===== config.mk =====
export PLATFORM = sky130hd
export DESIGN_NAME = execute_muldiv
export DESIGN_NICKNAME = d
export VERILOG_FILES = /design/src/rtl/execute_muldiv_pkg.sv /design/src/rtl/execute_muldiv_iter.sv /design/src/rtl/execute_muldiv.sv
export SDC_FILE = /design/constraint.sdc
export NUM_CORES = 1
export LEC_CHECK = 0
export BUFFER_PORTS_ARGS = -buffer_cell sky130_fd_sc_hd__buf_2
export CAP_MARGIN = 10
export CORE_ASPECT_RATIO = 0.5
export CORE_UTILIZATION = 45
export CTS_BUF_LIST = sky130_fd_sc_hd__clkbuf_4 sky130_fd_sc_hd__clkbuf_8
export DETAILED_ROUTE_END_ITERATION = 10
export HOLD_SLACK_MARGIN = 0.03
export SLEW_MARGIN = 20
export SYNTH_ARGS = -nofsm -noshare
export SYNTH_HDL_FRONTEND = slang
export SYNTH_HIERARCHICAL = 1
export SYNTH_SLANG_ARGS = --single-unit

===== constraint.sdc =====
create_clock -name es_clk -period 3.08 [get_ports es_clk]
set_input_delay 0 -clock es_clk [delete_from_list [all_inputs] [get_ports es_clk]]
set_output_delay 0 -clock es_clk [all_outputs]
set_load 0.01 [all_outputs]

===== src/rtl/execute_muldiv_pkg.sv =====
// Shared opcode/funct encodings and control types for the iterative HI/LO multiply/divide unit.
// MIPS R-type functs are decoded here so decode and execute agree on one table.
package execute_muldiv_pkg;

   localparam int OPCODE_WIDTH = 6;
   localparam int FUNCT_WIDTH  = 6;

   localparam logic [OPCODE_WIDTH-1:0] OP_RTYPE = 6'h00;

   localparam logic [FUNCT_WIDTH-1:0] FUNCT_ADD   = 6'h20;
   localparam logic [FUNCT_WIDTH-1:0] FUNCT_SUB   = 6'h22;
   localparam logic [FUNCT_WIDTH-1:0] FUNCT_MFHI  = 6'h10;
   localparam logic [FUNCT_WIDTH-1:0] FUNCT_MTHI  = 6'h11;
   localparam logic [FUNCT_WIDTH-1:0] FUNCT_MFLO  = 6'h12;
   localparam logic [FUNCT_WIDTH-1:0] FUNCT_MTLO  = 6'h13;
   localparam logic [FUNCT_WIDTH-1:0] FUNCT_MULT  = 6'h18;
   localparam logic [FUNCT_WIDTH-1:0] FUNCT_MULTU = 6'h19;
   localparam logic [FUNCT_WIDTH-1:0] FUNCT_DIV   = 6'h1A;
   localparam logic [FUNCT_WIDTH-1:0] FUNCT_DIVU  = 6'h1B;

   localparam logic [1:0] ST_IDLE = 2'd0;
   localparam logic [1:0] ST_MUL  = 2'd1;
   localparam logic [1:0] ST_DIV  = 2'd2;
   localparam logic [1:0] ST_FIX  = 2'd3;

   // Captured at accept and consumed in FIX to turn magnitude results into HI/LO.
   typedef struct packed {
      logic is_div;
      logic prod_neg;
      logic rem_neg;
      logic div_zero;
   } fix_ctl_t;

   function automatic logic is_hilo_funct(input logic [FUNCT_WIDTH-1:0] funct);
      logic hit;
      case (funct)
         FUNCT_MFHI, FUNCT_MTHI, FUNCT_MFLO, FUNCT_MTLO,
         FUNCT_MULT, FUNCT_MULTU, FUNCT_DIV, FUNCT_DIVU: hit = 1'b1;
         default:                                         hit = 1'b0;
      endcase
      return hit;
   endfunction

endpackage


===== src/rtl/execute_muldiv_iter.sv =====
// Shared iterative datapath: radix-2 shift-add multiply and restoring divide on unsigned magnitudes.
// {acc, sreg} holds the product after a multiply, or remainder/quotient after a divide.
module muldiv_iter #(
   parameter int DWIDTH    = 32,
   parameter int CNT_WIDTH = $clog2(DWIDTH) + 1
) (
   input  logic              clk,
   input  logic              rst,
   input  logic              start,
   input  logic              step,
   input  logic              is_div,
   input  logic [DWIDTH-1:0] op_a,
   input  logic [DWIDTH-1:0] op_b,
   output logic [DWIDTH-1:0] acc,
   output logic [DWIDTH-1:0] sreg,
   output logic              last
);

   logic [DWIDTH-1:0]    operand;
   logic [CNT_WIDTH-1:0] count;
   logic [DWIDTH:0]      mul_sum;
   logic [DWIDTH:0]      div_shift;
   logic [DWIDTH:0]      div_diff;
   logic                 div_ge;

   always_comb begin
      mul_sum   = {1'b0, acc} + (sreg[0] ? {1'b0, operand} : '0);
      div_shift = {acc, sreg[DWIDTH-1]};
      div_diff  = div_shift - {1'b0, operand};
      div_ge    = (div_shift >= {1'b0, operand});
   end

   assign last = (count == '0);

   // op_a is the multiplicand/divisor, op_b seeds the shift register (multiplier/dividend).
   always_ff @(posedge clk) begin
      if (!rst) begin
         acc     <= '0;
         sreg    <= '0;
         operand <= '0;
         count   <= '0;
      end else if (start) begin
         acc     <= '0;
         sreg    <= op_b;
         operand <= op_a;
         count   <= CNT_WIDTH'(DWIDTH - 1);
      end else if (step) begin
         if (is_div) begin
            if (div_ge) begin
               acc  <= div_diff[DWIDTH-1:0];
               sreg <= {sreg[DWIDTH-2:0], 1'b1};
            end else begin
               acc  <= div_shift[DWIDTH-1:0];
               sreg <= {sreg[DWIDTH-2:0], 1'b0};
            end
         end else begin
            {acc, sreg} <= {mul_sum, sreg[DWIDTH-1:1]};
         end
         if (!last) begin
            count <= count - 1'b1;
         end
      end
   end

endmodule


===== src/rtl/execute_muldiv.sv =====
// HI/LO multiply/divide execute unit: accepts MULT/DIV/MFHI/MFLO/MTHI/MTLO from decode,
// runs the iterative datapath and stalls the front end until the result lands in HI/LO.
module execute_muldiv
   import execute_muldiv_pkg::*;
#(
   parameter int DWIDTH    = 32,
   parameter int CNT_WIDTH = $clog2(DWIDTH) + 1
) (
   input  logic                    es_clk,
   input  logic                    es_rst,
   input  logic                    es_i_ce,
   input  logic [OPCODE_WIDTH-1:0] es_i_alu_op,
   input  logic [FUNCT_WIDTH-1:0]  es_i_alu_funct,
   input  logic [DWIDTH-1:0]       es_i_data_rs,
   input  logic [DWIDTH-1:0]       es_i_data_rt,
   output logic                    es_o_stall,
   output logic [DWIDTH-1:0]       es_o_alu_value,
   output logic                    es_o_ce,
   output logic                    es_o_done
);

   logic [1:0]          state;
   fix_ctl_t            fix_ctl;
   logic [DWIDTH-1:0]   hi;
   logic [DWIDTH-1:0]   lo;
   logic [DWIDTH-1:0]   rs_raw;
   logic                accept;
   logic                is_mul_op;
   logic                is_div_op;
   logic                is_signed;
   logic                start;
   logic                rs_neg;
   logic                rt_neg;
   logic [DWIDTH-1:0]   rs_mag;
   logic [DWIDTH-1:0]   rt_mag;
   logic [DWIDTH-1:0]   iter_a;
   logic [DWIDTH-1:0]   iter_b;
   logic                step;
   logic                step_div;
   logic [DWIDTH-1:0]   acc;
   logic [DWIDTH-1:0]   sreg;
   logic                last;
   logic [2*DWIDTH-1:0] product;
   logic [2*DWIDTH-1:0] product_fixed;
   logic [DWIDTH-1:0]   quotient;
   logic [DWIDTH-1:0]   remainder;

   // Decode and operand magnitudes; signs are only honoured for MULT and DIV.
   always_comb begin
      accept    = es_i_ce && (es_i_alu_op == OP_RTYPE) &&
                  is_hilo_funct(es_i_alu_funct) && (state == ST_IDLE);
      is_mul_op = (es_i_alu_funct == FUNCT_MULT) || (es_i_alu_funct == FUNCT_MULTU);
      is_div_op = (es_i_alu_funct == FUNCT_DIV)  || (es_i_alu_funct == FUNCT_DIVU);
      is_signed = (es_i_alu_funct == FUNCT_MULT) || (es_i_alu_funct == FUNCT_DIV);
      start     = accept && (is_mul_op || is_div_op);
      rs_neg    = is_signed && es_i_data_rs[DWIDTH-1];
      rt_neg    = is_signed && es_i_data_rt[DWIDTH-1];
      rs_mag    = rs_neg ? -es_i_data_rs : es_i_data_rs;
      rt_mag    = rt_neg ? -es_i_data_rt : es_i_data_rt;
      iter_a    = is_div_op ? rt_mag : rs_mag;
      iter_b    = is_div_op ? rs_mag : rt_mag;
      step      = (state == ST_MUL) || (state == ST_DIV);
      step_div  = (state == ST_DIV);
   end

   muldiv_iter #(
      .DWIDTH    (DWIDTH),
      .CNT_WIDTH (CNT_WIDTH)
   ) u_iter (
      .clk    (es_clk),
      .rst    (es_rst),
      .start  (start),
      .step   (step),
      .is_div (step_div),
      .op_a   (iter_a),
      .op_b   (iter_b),
      .acc    (acc),
      .sreg   (sreg),
      .last   (last)
   );

   // Sign correction; most-negative / -1 falls out naturally since its magnitude fits unsigned.
   always_comb begin
      product       = {acc, sreg};
      product_fixed = fix_ctl.prod_neg ? -product : product;
      quotient      = fix_ctl.prod_neg ? -sreg : sreg;
      remainder     = fix_ctl.rem_neg ? -acc : acc;
   end

   assign es_o_stall = (state != ST_IDLE);

   always_ff @(posedge es_clk) begin
      if (!es_rst) begin
         state          <= ST_IDLE;
         fix_ctl        <= '0;
         hi             <= '0;
         lo             <= '0;
         rs_raw         <= '0;
         es_o_alu_value <= '0;
         es_o_ce        <= 1'b0;
         es_o_done      <= 1'b0;
      end else begin
         es_o_ce   <= 1'b0;
         es_o_done <= 1'b0;
         case (state)
            ST_IDLE: begin
               if (accept) begin
                  case (es_i_alu_funct)
                     FUNCT_MULT, FUNCT_MULTU: begin
                        state   <= ST_MUL;
                        fix_ctl <= '{is_div: 1'b0, prod_neg: rs_neg ^ rt_neg,
                                     rem_neg: 1'b0, div_zero: 1'b0};
                     end
                     FUNCT_DIV, FUNCT_DIVU: begin
                        state   <= ST_DIV;
                        rs_raw  <= es_i_data_rs;
                        fix_ctl <= '{is_div: 1'b1, prod_neg: rs_neg ^ rt_neg,
                                     rem_neg: rs_neg, div_zero: (es_i_data_rt == '0)};
                     end
                     FUNCT_MTHI: hi <= es_i_data_rs;
                     FUNCT_MTLO: lo <= es_i_data_rs;
                     FUNCT_MFHI: begin
                        es_o_alu_value <= hi;
                        es_o_ce        <= 1'b1;
                     end
                     FUNCT_MFLO: begin
                        es_o_alu_value <= lo;
                        es_o_ce        <= 1'b1;
                     end
                     default: ;
                  endcase
               end
            end
            ST_MUL, ST_DIV: begin
               if (last) begin
                  state <= ST_FIX;
               end
            end
            ST_FIX: begin
               state     <= ST_IDLE;
               es_o_done <= 1'b1;
               if (fix_ctl.is_div) begin
                  if (fix_ctl.div_zero) begin
                     hi <= rs_raw;
                     lo <= '1;
                  end else begin
                     hi <= remainder;
                     lo <= quotient;
                  end
               end else begin
                  {hi, lo} <= product_fixed;
               end
            end
            default: state <= ST_IDLE;
         endcase
      end
   end

endmodule


Word level (Yosys, flattened, before mapping)
Memory sizes are Yosys's and may differ from the RTL's. Cells that the tools add are included.

Bits of input ports: 79. Register bits after elaboration: 238. Memory bits (read-only): 32. Memories: 1. Word-level logic and storage cells: 116. Output and inout port bits: 35.

Memories: (name not given) (depth 32, width 1, rd ports 1, clocked after memory_dff 0, write ports 0, RTL line execute_muldiv_pkg.sv:36) `case (funct)`.

Add/sub/neg operators: 8. Equal/unequal tests: 17. Multiplexer cells: 36. Reduce and logical (&&, ||, !) cells: 34. Bitwise operators: 3. Magnitude comparators: 1.

Operators by type and width (number): 2-to-1 mux 32 bit (20); one-hot mux 32 bit (2 select lines) (3); negator 32 bit (4); 2-to-1 mux 64 bit (1); negator 64 bit (1); == test 6 x 5 -> 1 bit (second input constant) (8); adder 32 x 32 -> 33 bit (1); >= comparator 33 x 32 -> 1 bit (1); zero test 32 bit (1); subtractor 32 bit (1); AND reduction 3 bit (7); 2-to-1 mux 5 bit (3); zero test 6 bit (2); nonzero test 2 bit (5); OR reduction 2 bit (5); one-hot mux 4 bit (2 select lines) (1); logical AND 1 bit (6); inequality test 2 bit (second input constant) (3); one-hot mux 2 bit (3 select lines) (1); subtractor 6 x 1 -> 6 bit (second input constant) (1); logical OR 1 bit (5); == test 2 bit (second input constant) (2); 2-to-1 mux 1 bit (4); 2-to-1 mux 2 bit (2); 8 further kinds (11).

Depth between registers and ports, before layout
Gate-level depths: netlist of the first run.

Depth in word-level cells: 7. Gate-level depth with buffers: 15. Mapped depth without buffers: 13.

By module
The synthesis of the first run kept the hierarchy.

Modules (own cells, without submodules): execute_muldiv (area each 11058.1 um^2, cells each 1493, sequential area each 2722.6 um^2, times used 1); muldiv_iter (area each 8488.1 um^2, cells each 1067, sequential area each 2042.0 um^2, times used 1).

Least setup slack after synthesis of the first run
Ideal clock, no wire load.

Path type: register -> register. Start: register u_iter.sreg[0]. End: register u_iter.acc[29]. Setup slack: -0.244 ns. Data required time: 2.955 ns. Clock period less this slack: 3.324 ns. Path buffers: 1. Library setup time: 0.125 ns. Data arrival time: 3.198 ns. Stages on the path, launching flop included: 15. Cells stage by stage: dfxtp_1 clkbuf_1 and2_1 ha_1 fa_1 a211o_1 a21boi_2 o32ai_2 a2111oi_4 nor2_2 a41oi_2 o31ai_2 and4_1 o31ai_1 a31oi_1.

Cells in the longest elaborated chain, start to end: 3.

RTL lines: start, declared (RTL line execute_muldiv_iter.sv:15) `output logic [DWIDTH-1:0] sreg,`; start signal, assigned (RTL line execute_muldiv_iter.sv:44) `sreg <= op_b;`; start signal, assigned (RTL line execute_muldiv_iter.sv:51) `sreg <= {sreg[DWIDTH-2:0], 1'b1};`; start signal, assigned (RTL line execute_muldiv_iter.sv:54) `sreg <= {sreg[DWIDTH-2:0], 1'b0};`; 2-to-1 mux 32 bit (RTL line execute_muldiv_iter.sv:27) `mul_sum = {1'b0, acc} + (sreg[0] ? {1'b0, operand} : '0);`; adder 32 x 32 -> 33 bit (RTL line execute_muldiv_iter.sv:27); 2-to-1 mux 32 bit (RTL line execute_muldiv_iter.sv:48) `if (is_div) begin`; end signal, assigned (RTL line execute_muldiv_iter.sv:50) `acc <= div_diff[DWIDTH-1:0];`; end signal, assigned (RTL line execute_muldiv_iter.sv:53) `acc <= div_shift[DWIDTH-1:0];`; end signal, assigned (RTL line execute_muldiv_iter.sv:57) `{acc, sreg} <= {mul_sum, sreg[DWIDTH-1:1]};`; end, declared (RTL line execute_muldiv_iter.sv:14) `output logic [DWIDTH-1:0] acc,`.

No other way between the ends. A chain may end at the register's enable or synchronous reset.

Worst setup path in the final report of the first run
Start: register u_iter.sreg[0]. End: register u_iter.acc[27].

Same word-level chain as after synthesis.

==> results of run 1 <==
==> critical path, cell delays in order (launching register included) <==
cell,delay (ps)
dfxtp_4,370
and2_4,150
ha_4,160
fa_2,340
a211o_1,300
a21boi_2,220
o32ai_4,120
a2111oi_4,350
nor2_2,110
a41oi_2,230
o31ai_4,100
buf_4,150
xor2_1,140
o221ai_1,210
a21oi_1,70
==> cells in the mapped netlist, types with 26 or more instances <==
| library cell | count | area, sq um |
|---|---|---|
| o31ai_1 | 29 | 217.7 |
| clkbuf_1 | 145 | 544.3 |
| xnor2_1 | 114 | 998.5 |
| nor2_1 | 169 | 634.4 |
| nand2_1 | 254 | 953.4 |
| o221ai_1 | 31 | 271.5 |
| a21o_1 | 32 | 240.2 |
| mux2i_1 | 170 | 1702 |
| o21ai_0 | 157 | 785.8 |
| or4_1 | 26 | 195.2 |
| inv_1 | 78 | 292.8 |
| dfxtp_1 | 238 | 4765 |
| nor3_1 | 48 | 240.2 |
| a211oi_1 | 43 | 322.8 |
| ha_1 | 73 | 913.4 |
| xor2_1 | 56 | 490.5 |
| nor2b_1 | 78 | 488.0 |
| nand3_1 | 49 | 245.2 |
| a31oi_1 | 32 | 200.2 |
| nor4_1 | 37 | 231.5 |
| and2_1 | 69 | 431.7 |
| a21oi_1 | 220 | 1101 |
==> stage by stage <==
stage / utilization (%) / area [sq um]
2_1_floorplan: - / 19590
3_3_place_gp: 52.23 / 22130
3_5_place_dp: 52.23 / 22130
4_1_cts: 56.23 / 23830
5_1_grt: 57.50 / 24370
6_report: 57.51 / 24370
==> final timing paths <==
path                               start                          end  cells past startpoint
min reg2reg          lo[15]$_SDFFE_PN0P_          lo[15]$_SDFFE_PN0P_                      2
max reg2reg  u_iter/sreg[0]$_SDFFE_PN0P_  u_iter/acc[27]$_SDFFE_PP0P_                     14
max          u_iter/sreg[0]$_SDFFE_PN0P_  u_iter/acc[27]$_SDFFE_PP0P_                     14
min                      es_i_data_rt[7]  u_iter/sreg[7]$_SDFFE_PN0P_                      5
==> per-layer routing <==
| metal | wire length, um | track usage, % | vias up |
|---|---|---|---|
| li1 | - | - | 9961 |
| met1 | 36430 | 51.31 | 10120 |
| met2 | 31800 | 49.56 | 1148 |
| met3 | 10380 | 10.00 | 166 |
| met4 | 2035 | 8.523 | 2 |
| met5 | 9 | 0 | - |
==> report_power, final <==
part | total [mW] | internal [mW] | switching (mW)
clock network | 3.34 | 1.84 | 1.50
logic | 2.90 | 1.27 | 1.63
registers | 3.13 | 3.10 | 0.0302
total | 9.37 | 6.21 | 3.16
==> repair_timing <==
action | 4_1_cts | 5_1_grt
hold buffers | 66 | 0
pin swaps | 14 | 28
resized for setup | 18 | 78
buffers inserted | 7 | 9
endpoints found under the hold margin | 120 | 0
setup endpoints to repair | 13 | 50
cloned | 0 | 2
==> layout make-up <==
| cell class | instances | share of cell area (%) |
|---|---|---|
| well taps | 577 | 2.962 |
| diodes | 2 | 0.02054 |
| clock buffers | 64 | 3.332 |
| clock inverters | 6 | 0.3697 |
| multi-input cells | 2054 | 58.45 |
| flip-flops and latches | 238 | 19.62 |
| repair buffers | 452 | 14.02 |
| inverters | 80 | 1.232 |
==> kinds of logic after synthesis <==
kind of cell | after synthesis
simple gates | 866
compound gates | 757
buf+inv | 268
flops | 238
mux | 186
xor+xnor | 170
fa+ha+maj | 75
==> registers in the layout (all words and copies together), names as in the netlist, 2 cells and up <==
name	cells
es_o_alu_value	32
u_iter/sreg	32
hi	32
rs_raw	32
fix_ctl	4
u_iter/acc	32
u_iter/operand	32
lo	32
u_iter/count	6
state	2
==> results.py, run 1 <==
metrics = {
    "run_status": {
        "outcome": "finished with violations",
        "violations": "negative setup slack",
    },
    "timing": {
        "min_period_ps": 3148,
        "setup_tns_ps": -84.48,
        "hold_viol_final": 0,
        "tightest_slew_ps": 1008,
        "maxSlewViolCount": 0,
        "hold_slack_ps": 62.29,
        "fin_crit_sh_pct": 102.2,
        "grt_setup_unrepaired": "yes",
        "setup_ws_ps": -68.35,
        "max_freq_mhz": 317.6,
        "setup_viol_count_final": 2,
        "relSlewSlack_pct": 32.57,
        "skew_ps": 45.51,
    },
    "worst_hold_path": {
        "holdCritPathClass": "in -> reg",
    },
    "place": {
        "place.gp.congestion": 1.054,
        "placed_cells": 3317,
        "numPortBuffers": 113,
        "dpl.hpwl_um": 59410,
        "pre_cts_ws_ps": -101.1,
    },
    "grt": {
        "grt_pass1_vias": 19660,
        "grt_pass1_wl_um": 120300,
        "grt_overflow_total": 0,
        "grt_max_degree": 77,
        "antenna_found_initial": 5,
        "grt_usage_pct": 35.04,
    },
    "routing": {
        "via_count": 21390,
        "via_per_inst": 6.160,
        "ant_nets": 0,
        "routed_wl_um": 80660,
        "drc": 0,
        "dr.pass1.iters": 6,
        "drt_iter0_drc": 2753,
        "drt-wirelength-per-cell_um": 23.22,
    },
    "logic_synthesis": {
        "ys_async_sr_fraction_pct": 0,
        "synth-xor-area-share_pct": 7.617,
        "synth_top_family_by_area": "compound AO/OA/AOI/OAI gates",
        "synthSimpleGateAreaFrac_pct": 22.57,
        "ys_seq_area_share_pct": 24.38,
        "muxShareOfSynthArea_pct": 9.627,
        "syn-instance-count": 2560,
        "synth-compound-area-share_pct": 25.41,
        "syn_area_sq_um": 19550,
        "ys_warn_count": 6,
        "synth_fa_ha_area_share_pct": 4.878,
        "syn_area_per_cell_sq_um": 7.635,
        "synthFlopType": "dfxtp_1",
        "synth_edf_count": 0,
        "syn_nets": 2714,
        "synth_seq_cells": 238,
        "ys_types": 100,
    },
    "pwr": {
        "peakVddDrop_mv": 0.2702,
        "p_leak_nw": 9.862,
        "p_total_mw": 9.371,
        "power_density_nw_per_um2": 384.6,
    },
    "cts": {
        "cts_made_buffers": 40,
        "ctsLongestPathBuffers": 3,
        "clk_pin_slew_ps": 70,
        "clock_sinks": 238,
        "worstSkewPairLatency_ps": 600,
        "root_buffer": "clkbuf_8",
        "cts_tree": "done",
        "cts_max_level": 2,
    },
    "setup_path": {
        "reg2reg_slack_ps": -70,
        "cp_max_fo": 6,
        "crit_path_start_kind": "flop",
        "worstPathRequired_ps": 3530,
        "critical_path_class": "reg -> reg",
        "crit_path_end_kind": "flop",
        "critPathArrivalTime_ps": 3590,
    },
    "layout": {
        "finalNonFillerCells": 3473,
        "regArea_sq_um": 4781,
        "multi_input_area_sq_um": 14240,
        "n_fill_cell": 3924,
        "final_common_cell": "buf_4",
        "layout_common_cells": "262 x buf_4, 251 x nand2_1, 229 x dfxtp_1",
        "area_delta_synth_final_pct": 24.68,
        "layout-drive-gt1-share_pct": 20.66,
        "fin_nets": 3020,
    },
    "floorplan": {
        "die_height_um": 149.4,
        "dieWidth_um": 296.7,
        "start_util_pct": 46.13,
        "core-area_sq_um": 42370,
        "rows": 53,
        "die_area_sq_um": 44320,
        "io_pins": 114,
    },
    "flow_run": {
        "max_cap_violations": 0,
    },
}
Note: power is estimated with default switching activity, not from simulation.
==> run 2, diff against run 1 <==
--- a/config.mk
+++ b/config.mk
@@ -12,6 +12,7 @@
 export CTS_BUF_LIST = sky130_fd_sc_hd__clkbuf_4 sky130_fd_sc_hd__clkbuf_8
 export DETAILED_ROUTE_END_ITERATION = 10
 export HOLD_SLACK_MARGIN = 0.03
+export SKIP_CTS_REPAIR_TIMING = 1
 export SLEW_MARGIN = 20
 export SYNTH_ARGS = -nofsm -noshare
 export SYNTH_HDL_FRONTEND = slang
==> run 2 against run 1 <==
Clock power barely moved; via count down 1.1%; flip-flop and latch count unchanged; critical path depth is the same; cell count fell by 0.84%; global-route usage fell by 0.62 points; first-iteration DRC count is 1.2% lower; core utilization is 0.94 points lower; fmax is 4.0% lower; the run ends with negative hold slack, negative setup slack left; count of clock-buffer cells in the layout did not move; largest cell class unchanged; largest power group unchanged; total power down 0.27%; critical endpoint unchanged.
==> results.py, run 2 (synthesis results as in run 1) <==
metrics = {
    "setup_path": {
        "critPathArrivalTime_ps": 3780,
        "crit_path_start_kind": "flop",
        "worstPathRequired_ps": 3580,
        "critical_path_class": "reg -> reg",
        "crit_path_end_kind": "flop",
        "rr_worst_depth": 14,
        "cp_max_fo": 26,
    },
    "grt": {
        "met1_usage_pct": 50.78,
        "grt_pass1_wl_um": 117900,
        "use_met2_pct": 48.71,
        "grt_usage_pct": 34.42,
        "use_met3_pct": 9.742,
        "antenna_found_initial": 4,
        "grt_overflow_total": 0,
        "busiest_layer": "met1",
        "grt_max_degree": 77,
        "grt_pass1_vias": 19070,
    },
    "timing": {
        "min_period_ps": 3280,
        "grt_setup_unrepaired": "yes",
        "maxSlewViolCount": 0,
        "setup_tns_ps": -508.9,
        "skew_ps": 38.29,
        "relSlewSlack_pct": 32.49,
        "setup_ws_ps": -199.7,
        "setup_viol_count_final": 6,
        "tightest_slew_ps": 1009,
        "hold_viol_final": 2,
        "fin_crit_sh_pct": 106.5,
        "hold_slack_ps": -6.753,
        "max_freq_mhz": 304.9,
    },
    "routing": {
        "dr.pass1.iters": 8,
        "via_count": 21160,
        "drc": 0,
        "via_per_inst": 6.145,
        "drt_iter0_drc": 2720,
        "ant_nets": 0,
        "routed_wl_um": 79740,
        "drt-wirelength-per-cell_um": 23.15,
    },
    "floorplan": {
        "io_pins": 114,
        "rows": 53,
        "die_area_sq_um": 44320,
        "die_height_um": 149.4,
        "start_util_pct": 46.13,
        "core-area_sq_um": 42370,
        "dieWidth_um": 296.7,
    },
    "pwr": {
        "power_density_nw_per_um2": 389.9,
        "peakVddDrop_mv": 0.2757,
        "p_leak_nw": 9.750,
    },
    "cts": {
        "cts_made_buffers": 40,
        "clk_pin_slew_ps": 70,
        "worstSkewPairLatency_ps": 600,
        "cts_tree": "done",
        "clock_sinks": 238,
        "ctsLongestPathBuffers": 3,
        "cts_max_level": 2,
        "root_buffer": "clkbuf_8",
    },
    "layout": {
        "layout-drive-gt1-share_pct": 20.40,
        "final_common_cell": "buf_4",
        "fin_nets": 2993,
        "layout_common_cells": "260 x buf_4, 251 x nand2_1, 230 x dfxtp_1",
        "area_delta_synth_final_pct": 22.63,
        "diodes": 0,
    },
    "run_status": {
        "violations": "negative hold slack, negative setup slack",
        "outcome": "finished with violations",
    },
    "flow_run": {
        "max_cap_violations": 0,
    },
    "place": {
        "numPortBuffers": 113,
        "place.gp.congestion": 1.054,
        "dpl.hpwl_um": 59410,
    },
    "worst_hold_path": {
        "holdPathStages": 5,
        "holdCritPathClass": "in -> reg",
    },
}
-- run 2: cell types whose count changed in the layout (fill, tap and decap cells not counted), moves of 2 or more --
cell           delta
ha_4              -9
a211oi_2          +2
or4_1             +2
dlygate4sd3_1    -23
buf_4             -2
a211oi_1          -2
ha_1              +8
or4_4             -2
a21oi_1           -2
diode_2           -2
-- run 2: critical path, cell delays in order (launching register included) --
cell,delay (ps)
dfxtp_4,370
buf_12,160
and2_1,140
ha_1,210
nor3_1,350
a21boi_2,300
o32ai_4,120
a2111oi_4,410
nor2_2,120
a41oi_2,270
o31ai_4,100
buf_4,150
xor2_1,160
o221ai_1,160
a21oi_1,150
-- run 2: where the power goes --
part | internal [mW] | total, mW | switching, mW
clock network | 1.84 | 3.35 | 1.51
logic | 1.24 | 2.86 | 1.62
registers | 3.10 | 3.13 | 0.0290
total | 6.18 | 9.35 | 3.16
-- run 2: path summary, 6_finish.rpt --
kind                                                   from                      endpoint  slack (ps)
worst min-delay path                       es_i_data_rt[22]  u_iter/sreg[22]$_SDFFE_PN0P_          -7
worst max-delay path            u_iter/sreg[0]$_SDFFE_PN0P_   u_iter/acc[27]$_SDFFE_PP0P_        -200
worst max register to register  u_iter/sreg[0]$_SDFFE_PN0P_   u_iter/acc[27]$_SDFFE_PP0P_        -200
worst min register to register          lo[15]$_SDFFE_PN0P_           lo[15]$_SDFFE_PN0P_         450
-- run 2: per-layer routing --
metal | up-vias | wire length (um)
li1 | 9885 | -
met1 | 10030 | 36400
met2 | 1121 | 31790
met3 | 128 | 9877
met4 | 4 | 1666
met5 | - | 16
-- run 2: layout make-up --
class	count	area (sq um)
Clock buffer	64	812.0
Clock inverter	6	90.09
Fill cell	3991	18400
Inverter	80	300.3
Multi-Input combinational cell	2054	14130
Sequential cell	238	4777
Tap cell	577	721.9
Timing Repair Buffer	425	3139
-- run 2: stage by stage --
step	cells	setup WS [ps]	cell area (sq um)	power, mW	util [%]
after floorplan	2560	7.477	19590	4.684	-
after global placement	3317	-38.25	22130	5.715	52.23
after detailed placement	3317	-101.1	22130	5.719	52.23
after CTS	3387	-142.5	23030	9.024	54.36
after global routing	3444	-281.7	23970	9.684	56.57
final	3444	-199.7	23970	9.346	56.57
